==> src/rtl/fetch_pkg.sv <==
// Shared definitions for the instruction fetch stage: datapath width,
// the NOP used for decode bubbles, the default reset PC and the
// {instr, pc} prefetch queue entry.
package fetch_pkg;

   localparam int unsigned XLEN = 32;

   localparam logic [XLEN-1:0] NOP_INSTR        = 32'h0000_0013;
   localparam logic [XLEN-1:0] RESET_PC_DEFAULT = 32'h0000_0000;

   // One prefetch queue entry: fetched instruction plus its PC.
   typedef struct packed {
      logic [XLEN-1:0] instr;
      logic [XLEN-1:0] pc;
   } fetch_entry_t;

endpackage

==> src/rtl/fetch_prefetch_stage_if.sv <==
// Instruction memory request/response bus.
//   imem_req    request valid (fetch stage -> memory)
//   imem_addr   request address
//   imem_ready  memory accepts the request this cycle
//   imem_rvalid response valid, responses return in order
//   imem_rdata  response instruction
// master: fetch stage side, slave: memory side.
interface fetch_prefetch_stage_if;
   import fetch_pkg::*;

   logic            imem_req;
   logic [XLEN-1:0] imem_addr;
   logic            imem_ready;
   logic            imem_rvalid;
   logic [XLEN-1:0] imem_rdata;

   modport master (
      output imem_req,
      output imem_addr,
      input  imem_ready,
      input  imem_rvalid,
      input  imem_rdata
   );

   modport slave (
      input  imem_req,
      input  imem_addr,
      output imem_ready,
      output imem_rvalid,
      output imem_rdata
   );

endinterface

==> src/rtl/fetch_fifo.sv <==
// Prefetch queue: DEPTH x {instr, pc}, synchronous push/pop/flush.
//   clk, rst      clock, async active-high reset
//   push, wdata   write an entry
//   pop, rdata    rdata is the current head; pop removes it
//   flush         synchronously empties the queue (wins over push/pop)
//   count         number of valid entries
//   empty, full   status flags
// Pointers carry one extra wrap bit so full and empty are distinguishable.
module fetch_fifo
   import fetch_pkg::*;
#(
   parameter int unsigned DEPTH = 4
) (
   input  logic                     clk,
   input  logic                     rst,
   input  logic                     push,
   input  fetch_entry_t             wdata,
   input  logic                     pop,
   output fetch_entry_t             rdata,
   input  logic                     flush,
   output logic [$clog2(DEPTH):0]   count,
   output logic                     empty,
   output logic                     full
);

   localparam int unsigned AW = $clog2(DEPTH);
   localparam int unsigned PW = AW + 1;

   fetch_entry_t    mem [DEPTH];
   logic [PW-1:0]   wptr;
   logic [PW-1:0]   rptr;

   // Pointer update
   always_ff @(posedge clk or posedge rst) begin
      if (rst) begin
         wptr <= '0;
         rptr <= '0;
      end else if (flush) begin
         wptr <= '0;
         rptr <= '0;
      end else begin
         if (push) wptr <= wptr + PW'(1);
         if (pop)  rptr <= rptr + PW'(1);
      end
   end

   // Storage, no reset needed
   always_ff @(posedge clk) begin
      if (push && !flush) mem[wptr[AW-1:0]] <= wdata;
   end

   assign rdata = mem[rptr[AW-1:0]];
   assign count = wptr - rptr;
   assign empty = (wptr == rptr);
   assign full  = (wptr[AW] != rptr[AW]) && (wptr[AW-1:0] == rptr[AW-1:0]);

endmodule

==> src/rtl/fetch_prefetch_stage.sv <==
// Instruction fetch stage with prefetch queue, feeding the IF/ID register.
//   clk, rst            clock, async active-high reset
//   PCSrcE, PCTargetE   redirect from execute (flushes queue, drops in-flight)
//   StallD              hold the IF/ID register
//   imem                instruction memory bus (master side)
//   InstrD, PCD,
//   PCPlus4D, ValidD    IF/ID register; ValidD = 0 marks a bubble (NOP)
module fetch_prefetch_stage
   import fetch_pkg::*;
#(
   parameter int unsigned     DEPTH    = 4,
   parameter logic [XLEN-1:0] RESET_PC = RESET_PC_DEFAULT
) (
   input  logic                     clk,
   input  logic                     rst,
   input  logic                     PCSrcE,
   input  logic [XLEN-1:0]          PCTargetE,
   input  logic                     StallD,
   fetch_prefetch_stage_if.master   imem,
   output logic [XLEN-1:0]          InstrD,
   output logic [XLEN-1:0]          PCD,
   output logic [XLEN-1:0]          PCPlus4D,
   output logic                     ValidD
);

   localparam int unsigned CW  = $clog2(DEPTH) + 1;
   localparam int unsigned CW1 = CW + 1;

   logic [XLEN-1:0] fpc;          // next address to request
   logic [XLEN-1:0] rpc;          // PC of the next kept response
   logic [CW-1:0]   outstanding;  // accepted, not yet returned
   logic [CW-1:0]   discard;      // in-flight responses that are wrong-path
   logic [CW-1:0]   count;
   logic            empty;
   logic            full;
   logic            accept;
   logic            resp_keep;
   logic            bypass;
   logic            push;
   logic            pop;
   fetch_entry_t    head;
   fetch_entry_t    wentry;

   // Credit: queued + in-flight never exceeds DEPTH, so a push never finds the queue full
   assign imem.imem_req  = !rst && !PCSrcE && !full
                           && ((CW1'(count) + CW1'(outstanding)) < CW1'(DEPTH));
   assign imem.imem_addr = fpc;

   assign accept    = imem.imem_req && imem.imem_ready;
   assign resp_keep = imem.imem_rvalid && (discard == '0) && !PCSrcE;
   assign bypass    = resp_keep && empty && !StallD;
   assign push      = resp_keep && !bypass;
   assign pop       = !PCSrcE && !StallD && !empty;
   assign wentry    = '{instr: imem.imem_rdata, pc: rpc};

   fetch_fifo #(.DEPTH(DEPTH)) u_fifo (
      .clk   (clk),
      .rst   (rst),
      .push  (push),
      .wdata (wentry),
      .pop   (pop),
      .rdata (head),
      .flush (PCSrcE),
      .count (count),
      .empty (empty),
      .full  (full)
   );

   // Fetch PC, response tag PC and in-flight bookkeeping
   always_ff @(posedge clk or posedge rst) begin
      if (rst) begin
         fpc         <= RESET_PC;
         rpc         <= RESET_PC;
         outstanding <= '0;
         discard     <= '0;
      end else if (PCSrcE) begin
         // No request is issued this cycle; everything still in flight is stale
         fpc         <= PCTargetE;
         rpc         <= PCTargetE;
         outstanding <= outstanding - CW'(imem.imem_rvalid);
         discard     <= outstanding - CW'(imem.imem_rvalid);
      end else begin
         if (accept)    fpc <= fpc + XLEN'(4);
         if (resp_keep) rpc <= rpc + XLEN'(4);
         if (imem.imem_rvalid && (discard != '0)) discard <= discard - CW'(1);
         outstanding <= outstanding + CW'(accept) - CW'(imem.imem_rvalid);
      end
   end

   // IF/ID register: queue head first, else same-cycle bypass, else bubble
   always_ff @(posedge clk or posedge rst) begin
      if (rst) begin
         InstrD   <= NOP_INSTR;
         PCD      <= '0;
         PCPlus4D <= '0;
         ValidD   <= 1'b0;
      end else if (PCSrcE) begin
         InstrD   <= NOP_INSTR;
         ValidD   <= 1'b0;
      end else if (!StallD) begin
         if (!empty) begin
            InstrD   <= head.instr;
            PCD      <= head.pc;
            PCPlus4D <= head.pc + XLEN'(4);
            ValidD   <= 1'b1;
         end else if (bypass) begin
            InstrD   <= imem.imem_rdata;
            PCD      <= rpc;
            PCPlus4D <= rpc + XLEN'(4);
            ValidD   <= 1'b1;
         end else begin
            InstrD   <= NOP_INSTR;
            ValidD   <= 1'b0;
         end
      end
   end

endmodule

==> src/flat_wrapper.sv <==
// flat-port wrapper written by rule: the top's interface ports become plain ports
module fetch_prefetch_stage_flat import fetch_pkg::*;
#(
   parameter int unsigned     DEPTH    = 4,
   parameter logic [XLEN-1:0] RESET_PC = RESET_PC_DEFAULT
)
  (clk, rst, PCSrcE, PCTargetE, StallD, InstrD, PCD, PCPlus4D, ValidD, imem_imem_req, imem_imem_addr, imem_imem_ready, imem_imem_rvalid, imem_imem_rdata);
  fetch_prefetch_stage_if imem_i ();
  input  logic clk;
  input  logic rst;
  input  logic PCSrcE;
  input  logic [XLEN-1:0] PCTargetE;
  input  logic StallD;
  output logic [XLEN-1:0] InstrD;
  output logic [XLEN-1:0] PCD;
  output logic [XLEN-1:0] PCPlus4D;
  output logic ValidD;
  output wire logic [$bits(imem_i.imem_req)-1:0] imem_imem_req;
  output wire logic [$bits(imem_i.imem_addr)-1:0] imem_imem_addr;
  input wire logic [$bits(imem_i.imem_ready)-1:0] imem_imem_ready;
  input wire logic [$bits(imem_i.imem_rvalid)-1:0] imem_imem_rvalid;
  input wire logic [$bits(imem_i.imem_rdata)-1:0] imem_imem_rdata;
  assign imem_imem_req = imem_i.imem_req;
  assign imem_imem_addr = imem_i.imem_addr;
  assign imem_i.imem_ready = imem_imem_ready;
  assign imem_i.imem_rvalid = imem_imem_rvalid;
  assign imem_i.imem_rdata = imem_imem_rdata;
  fetch_prefetch_stage #(.DEPTH(DEPTH), .RESET_PC(RESET_PC)) u_core (.clk(clk), .rst(rst), .PCSrcE(PCSrcE), .PCTargetE(PCTargetE), .StallD(StallD), .imem(imem_i), .InstrD(InstrD), .PCD(PCD), .PCPlus4D(PCPlus4D), .ValidD(ValidD));
endmodule
==> config.mk <==
export PLATFORM = sky130hd
export DESIGN_NAME = fetch_prefetch_stage_flat
export DESIGN_NICKNAME = d
export VERILOG_FILES = /design/src/rtl/fetch_pkg.sv /design/src/rtl/fetch_prefetch_stage_if.sv /design/src/rtl/fetch_fifo.sv /design/src/rtl/fetch_prefetch_stage.sv /design/src/flat_wrapper.sv
export SDC_FILE = /design/constraint.sdc
export NUM_CORES = 1
export LEC_CHECK = 0
export CELL_PAD_IN_SITES_DETAIL_PLACEMENT = 0
export CELL_PAD_IN_SITES_GLOBAL_PLACEMENT = 1
export CORE_MARGIN = 2
export CORE_UTILIZATION = 40
export CTS_CLUSTER_DIAMETER = 60
export DETAILED_ROUTE_END_ITERATION = 7
export HOLD_SLACK_MARGIN = 0.1
export PLACE_DENSITY = 0.67
export SLEW_MARGIN = 25
export SYNTH_ARGS = -nofsm -noshare
export SYNTH_HDL_FRONTEND = slang
export SYNTH_SLANG_ARGS = --single-unit
export TNS_END_PERCENT = 30
==> constraint.sdc <==
create_clock -name clk -period 6.7 [get_ports clk]
set_input_delay 0.67 -clock clk [delete_from_list [all_inputs] [get_ports clk]]
set_output_delay 0.67 -clock clk [all_outputs]
set_load 0.01 [all_outputs]
==> flow_summary.json, run 1 <==
{
  "outcome": "finished, final reports clean",
  "power.density_nw_per_um2": 352.1,
  "grt_use_met3_pct": 4.280,
  "grt_pass1_vias": 12539,
  "nets": 1731,
  "clockBufferDepth": 3,
  "synth-edff-count": 256,
  "die_h_um": 222.0,
  "setup_tns_ns": 0,
  "hold_violations": 0,
  "drt-wirelength-per-cell_um": 22.60,
  "grt_pass1_wl_um": 79210,
  "yosysSeqAreaShare_pct": 62.98,
  "ys.flop_type": "edfxtp_1",
  "placed_cells": 2200,
  "gr-usage-met1_pct": 31.77,
  "leakage_nw": 8.237,
  "ys_warn_count": 0,
  "synth.top_cell.area_share_pct": 40.45,
  "ys_top_cells_by_count": "256 x edfxtp_1, 215 x nand2_1, 168 x dfrtp_1, 106 x nor2_1, 65 x o21ai_0",
  "dp_slack_ns": 2.471,
  "cp.arrival_ns": 3.94,
  "fin_crit_ns": 4.614,
  "clk_latency_ns": 0.59,
  "ir_worst_vdd_mv": 0.1680,
  "cts_tree": "yes",
  "clkSlewWorstSetupHoldPaths_ns": 0.06,
  "syn_inst": 1463,
  "crit_type": "register to output port",
  "drive_above_1_share_pct": 11.55,
  "crit_chain": "ha_1 > inv_1 > fa_1 > xnor2_1 > ha_1 > or4_1 > nor2_1 > and2_1 > clkdlybuf4s50_1",
  "drv_cap": 0,
  "setup_viol": 0,
  "antenna_found_initial": 0,
  "drv_slew": 0,
  "syn_avg_cell_area_um2": 12.99,
  "cts.sinks": 427,
  "grt_usage_pct": 21.01,
  "die_w_um": 222.0,
  "synthTopCellsByArea": "edfxtp_1 40%, dfrtp_1 22%, mux4_2 6.3%",
  "grt_busiest_layer": "met1",
  "grt_setup_unrepaired": "no",
  "vias_per_cell": 5.556,
  "cts_buffers": 46,
  "gp_congestion": 0.7957,
  "placementRows": 79,
  "layout-area-overhead-vs-synth_pct": 21.64,
  "place_area_um2": 21570,
  "gr-total-overflow": 0,
  "core_area_um2": 46750,
  "drtIter0Drc": 1195,
  "end_kind": "output port",
  "start_kind": "register",
  "first_pass_iters": 5,
  "min_path_type": "register to register",
  "portBuffers": 199,
  "fin_cells": 2286,
  "start_util_pct": 40.65,
  "layout_setup_ws_ns": 2.086,
  "synth_top_area_cell": "edfxtp_1",
  "cp_max_fo": 38,
  "vias": 12700,
  "yosysMostFrequentCell": "edfxtp_1",
  "cts_hold_buffers": 0,
  "mappedNetlistArea_um2": 19010,
  "cp_data_required_time_ns": 6.03,
  "holdWs_ns": 0.4632,
  "design_area_um2": 23120,
  "root_buffer": "clkbuf_16",
  "slowest_delay_ns": 0.93,
  "htree_levels": 2,
  "cts_setup_buffers": 0,
  "max_freq_mhz": 216.7,
  "ant_nets": 0,
  "fin_skew_ns": 0.01838,
  "diodes": 0,
  "grt_max_degree": 88,
  "routed_wl_um": 51660,
  "grt_util_met2_pct": 31.21,
  "synth_fp_nets": 1553,
  "post_cts_resized": 0,
  "drc": 0,
  "slowest_stage": "dfrtp_4",
  "ys_types": 60,
  "post-dp-hpwl_um": 34230,
  "fin_crit_sh_pct": 68.86,
  "relSlewSlack_pct": 33.51,
  "ys_seq_elements": 427,
  "synthArstFlopShare_pct": 40.05,
  "max_slew.worst_pin.slew_ns": 0.9973,
  "fillers": 4155,
  "pin_count": 200,
  "hold_depth": 2,
  "rr_worst_depth": 15,
  "die_area_um2": 49270,
  "cpMostUsedCell": "ha_1"
}
## placed cells by master, fill, tap and decap left out, types with 26 or more instances in the layout
| cell type | instances |
|---|---|
| o21ai_0 | 65 |
| xnor2_1 | 43 |
| a31oi_1 | 41 |
| xor2_1 | 58 |
| edfxtp_1 | 256 |
| nor2_1 | 103 |
| clkdlybuf4s50_1 | 198 |
| inv_1 | 26 |
| a21oi_1 | 46 |
| nand3_1 | 52 |
| mux4_2 | 53 |
| clkbuf_16 | 46 |
| dfrtp_1 | 166 |
| nand2_1 | 214 |
## final timing paths
| path | from | endpoint | slack, ns |
|---|---|---|---|
| max | u_core.u_fifo.rptr[0] | imem_imem_req | 2.09 |
| max reg2reg | u_core.u_fifo.rptr[0] | u_core.outstanding[2] | 2.50 |
| min | u_core.InstrD[14] | u_core.InstrD[14] | 0.46 |
| min reg2reg | u_core.InstrD[14] | u_core.InstrD[14] | 0.46 |
| max in group asynchronous | rst | u_core.PCPlus4D[9] | 4.94 |
| min in group asynchronous | rst | u_core.discard[1] | 0.68 |
## layout make-up
cell class	count	area (um2)	share of cell area, %
clock buffer	59	1220	5.277
clock inverter	27	315.3	1.364
inverter	28	110.1	0.4763
multi-input combinational	919	6585	28.48
sequential	427	11980	51.80
tap	607	759.5	3.285
timing repair buffer	219	2153	9.314
## critical path, delay by kind of cell, from the launching register on
kind | cells | cell delay, ns
buf+inv | 2 | 0.60
xor+xnor | 1 | 0.14
fa+ha+maj | 3 | 0.92
simple gates | 3 | 0.76
flops | 1 | 0.93
## cell families after synthesis
logic type      share of synthesized area [%]
compound gates                          7.400
xor+xnor                                4.654
fa+ha+maj                               1.396
buf+inv                                 2.594
flops                                   62.98
mux                                     8.736
simple gates                            12.24
## report_power, final
part           leakage, nW  total (mW)  switching [mW]  internal, mW
Sequential            4.39        3.49           0.365          3.13
Combinational         3.10        2.04            1.08         0.964
Clock                0.752        2.61            1.08          1.53
Total                 8.24        8.14            2.52          5.62
## sequential cells by signal, summed over array words and instances, names as in the netlist
signal	cells
u_core.u_fifo.mem	256
u_core.rpc	32
u_core.u_fifo.wptr	3
u_core.InstrD	32
u_core.ValidD	1
u_core.imem.imem_addr	32
u_core.outstanding	3
u_core.PCD	30
u_core.discard	3
u_core.u_fifo.rptr	3
u_core.PCPlus4D	32
## metal layers
metal  share of wire, %  wire length, um  up-vias
met5                  0                0        -
met4                1.6              824        0
met3                6.3             3264       60
met2                 44            22860      416
met1                 48            24710     6437
li1                   -                -     5787
## through the flow
| stage | power, mW | util, % |
|---|---|---|
| global placement | 5.578 | 46.13 |
| floorplan | 4.571 | - |
| finish | 8.141 | 49.45 |
| CTS | 8.211 | 49.43 |
| detailed placement | 5.601 | 46.14 |
| global route | 8.532 | 49.45 |
Note: power is estimated with default switching activity, not from simulation.
==> run 2, diff against run 1 <==
--- a/config.mk
+++ b/config.mk
@@ -12,7 +12,7 @@
 export CTS_CLUSTER_DIAMETER = 60
 export DETAILED_ROUTE_END_ITERATION = 7
 export HOLD_SLACK_MARGIN = 0.1
-export PLACE_DENSITY = 0.67
+export PLACE_DENSITY = 0.7
 export SLEW_MARGIN = 25
 export SYNTH_ARGS = -nofsm -noshare
 export SYNTH_HDL_FRONTEND = slang
==> constraint.sdc (replaced) <==
create_clock -name clk -period 3.9 [get_ports clk]
set_input_delay 0.39 -clock clk [delete_from_list [all_inputs] [get_ports clk]]
set_output_delay 0.39 -clock clk [all_outputs]
set_load 0.01 [all_outputs]
==> run 2 against run 1 <==
  * Critical endpoint unchanged
  * Final cell count is 0.79% higher
  * Clock skew rose by 0.012 ns
  * Via count increased by 1.2%
  * Register-to-register slack worse by 2.0 ns
  * Global-route usage increased by 0.33 points
  * Sequential power increased by 69%
  * Design area is 1.1% higher
  * Critical path depth is 1 higher
  * Setup slack lost 1.6 ns
  * Total power is 73% higher
  * Non-clock buffer count increased by 17
==> flow_summary.json, run 2 (synthesis results as in run 1) <==
{
  "crit_chain": "inv_2 > ha_1 > inv_1 > fa_1 > xnor2_1 > ha_1 > or4_1 > nor2_1 > and2_1 > dlymetal6s2s_1",
  "grt_setup_unrepaired": "no",
  "setup_viol": 0,
  "cpMostUsedCell": "ha_1",
  "met2_wirelength_um": 23920,
  "grt_usage_pct": 21.34,
  "die_h_um": 222.0,
  "grt_pass1_vias": 13112,
  "portBuffers": 199,
  "ir_worst_vdd_mv": 0.2607,
  "end_kind": "output port",
  "first_pass_iters": 5,
  "root_buffer": "clkbuf_16",
  "top_layer": "met4",
  "clk_latency_ns": 0.59,
  "core_area_um2": 46750,
  "seq_power_share_pct": 42.1,
  "start_kind": "register",
  "outcome": "finished, final reports clean",
  "p_int_mw": 9.712,
  "crit_type": "register to output port",
  "r2r_slack_ns": 0.55,
  "leakage_nw": 8.368,
  "ant_nets": 0,
  "gp_congestion": 0.8249,
  "cts.sinks": 427,
  "drc": 0,
  "drv_slew": 0,
  "pin_count": 200,
  "p_sw_share_pct": 30.86,
  "cp_max_fo": 4,
  "hold_violations": 0,
  "placed_cells": 2217,
  "routed_wl_um": 52240,
  "max_freq_mhz": 292.3,
  "power.switching_mw": 4.334,
  "gr-total-overflow": 0,
  "drive_above_1_share_pct": 12.49,
  "nets": 1749,
  "clkSlewWorstSetupHoldPaths_ns": 0.06,
  "die_area_um2": 49270,
  "clockBufferDepth": 3,
  "relSlewSlack_pct": 29.48,
  "grt_max_degree": 71,
  "post-dp-hpwl_um": 34560,
  "mostFrequentLayoutCells": "256 x edfxtp_1, 214 x nand2_1, 197 x clkdlybuf4s50_1",
  "met3WireLength_um": 3363,
  "antenna_found_initial": 0,
  "drtIter0Drc": 1070,
  "grt_pass1_wl_um": 80550,
  "diodes": 0,
  "power.density_nw_per_um2": 601.1,
  "slowest_delay_ns": 0.46,
  "met1_length_um": 24220,
  "cts_setup_buffers": 0,
  "cts_tree": "yes",
  "total_power_mw": 14.05,
  "die_w_um": 222.0,
  "fin_crit_sh_pct": 87.73,
  "largest_reg_flops": 256,
  "start_util_pct": 40.65,
  "vias_per_cell": 5.579,
  "final_common_cell": "edfxtp_1",
  "slowest_stage": "or4_1",
  "max_slew.worst_pin.slew_ns": 1.054,
  "htree_levels": 2,
  "min_path_type": "input port to register",
  "fin_skew_ns": 0.03019,
  "cts_buffers": 47,
  "clkPwrFrac_pct": 31.7,
  "drv_cap": 0,
  "vias": 12855,
  "combPwrFrac_pct": 26.3,
  "cp_data_required_time_ns": 3.51,
  "cp.arrival_ns": 3.03,
  "layout-area-overhead-vs-synth_pct": 22.94,
  "placementRows": 79,
  "fin_cells": 2304,
  "fin_crit_ns": 3.422,
  "drt-wirelength-per-cell_um": 22.67
}
## run 2: changes by cell type in the layout (fill, tap and decap cells not counted), moves of 3 or more
cell,previous run,this run
clkbuf_8,2,9
bufinv_16,6,3
buf_12,1,10
buf_4,18,27
clkinv_2,8,4
## run 2: layout make-up
| cell class | instances | area (um2) |
|---|---|---|
| flip-flops and latches | 427 | 11980 |
| clock buffers | 66 | 1359 |
| fillers | 4098 | 23390 |
| clock inverters | 21 | 198.9 |
| multi-input cells | 919 | 6571 |
| well taps | 607 | 759.5 |
| inverters | 28 | 108.9 |
| repair buffers | 236 | 2392 |
## run 2: what timing repair did
| item | 4_1_cts | 5_1_grt |
|---|---|---|
| gates resized for setup | 0 | 2 |
| setup endpoints to repair | 0 | 1 |
| hold buffers | 0 | 0 |
## run 2: worst paths after layout
path,startpoint,end,cells after the start
setup / recovery,u_core.u_fifo.wptr[0],imem_imem_req,10
hold / removal,PCSrcE,u_core.rpc[24],2
setup reg to reg,u_core.u_fifo.wptr[0],u_core.imem.imem_addr[26],14
hold reg to reg,u_core.InstrD[29],u_core.InstrD[29],2
max in group asynchronous,rst,u_core.InstrD[31],3
min in group asynchronous,rst,u_core.imem.imem_addr[27],2
## run 2: per-layer routing
metal	track usage [%]	vias to the layer above
li1	-	5826
met1	31.56	6547
met2	32.89	427
met3	4.002	55
met4	4.555	0
met5	0	-
## run 2: power groups by stage
stage,Clock (mW),Sequential (mW),Combinational (mW)
after global placement,0,5.98,3.69
after global routing,4.75,5.98,4.02
after CTS,4.54,5.91,3.73
after detailed placement,0,6.00,3.71
final,4.45,5.91,3.69
after floorplan,0,5.98,1.87
## run 2: per-stage QoR
stage / area [um2] / setup slack (ns) / utilization [%] / TNS, ns / hold slack, ns
floorplan: 19010 / -0.3411 / - / -54.09 / 0.4710
global placement: 21800 / 0.5574 / 46.64 / 0 / 0.4479
detailed placement: 21800 / 0.5339 / 46.64 / 0 / 0.4548
CTS: 23360 / 0.02982 / 49.97 / 0 / 0.2645
global route: 23360 / 0.2895 / 49.97 / 0 / 0.2996
finish: 23360 / 0.4784 / 49.97 / 0 / 0.3026
## run 2: critical path: cells and delay by family, from the launching register on
family                   cells  cell delay (ns)
XOR/XNOR                     1             0.19
adder cells (fa/ha/maj)      3             0.76
buffers and inverters        3             0.32
flip-flops                   1             0.41
AND/OR/NAND/NOR              3             0.76
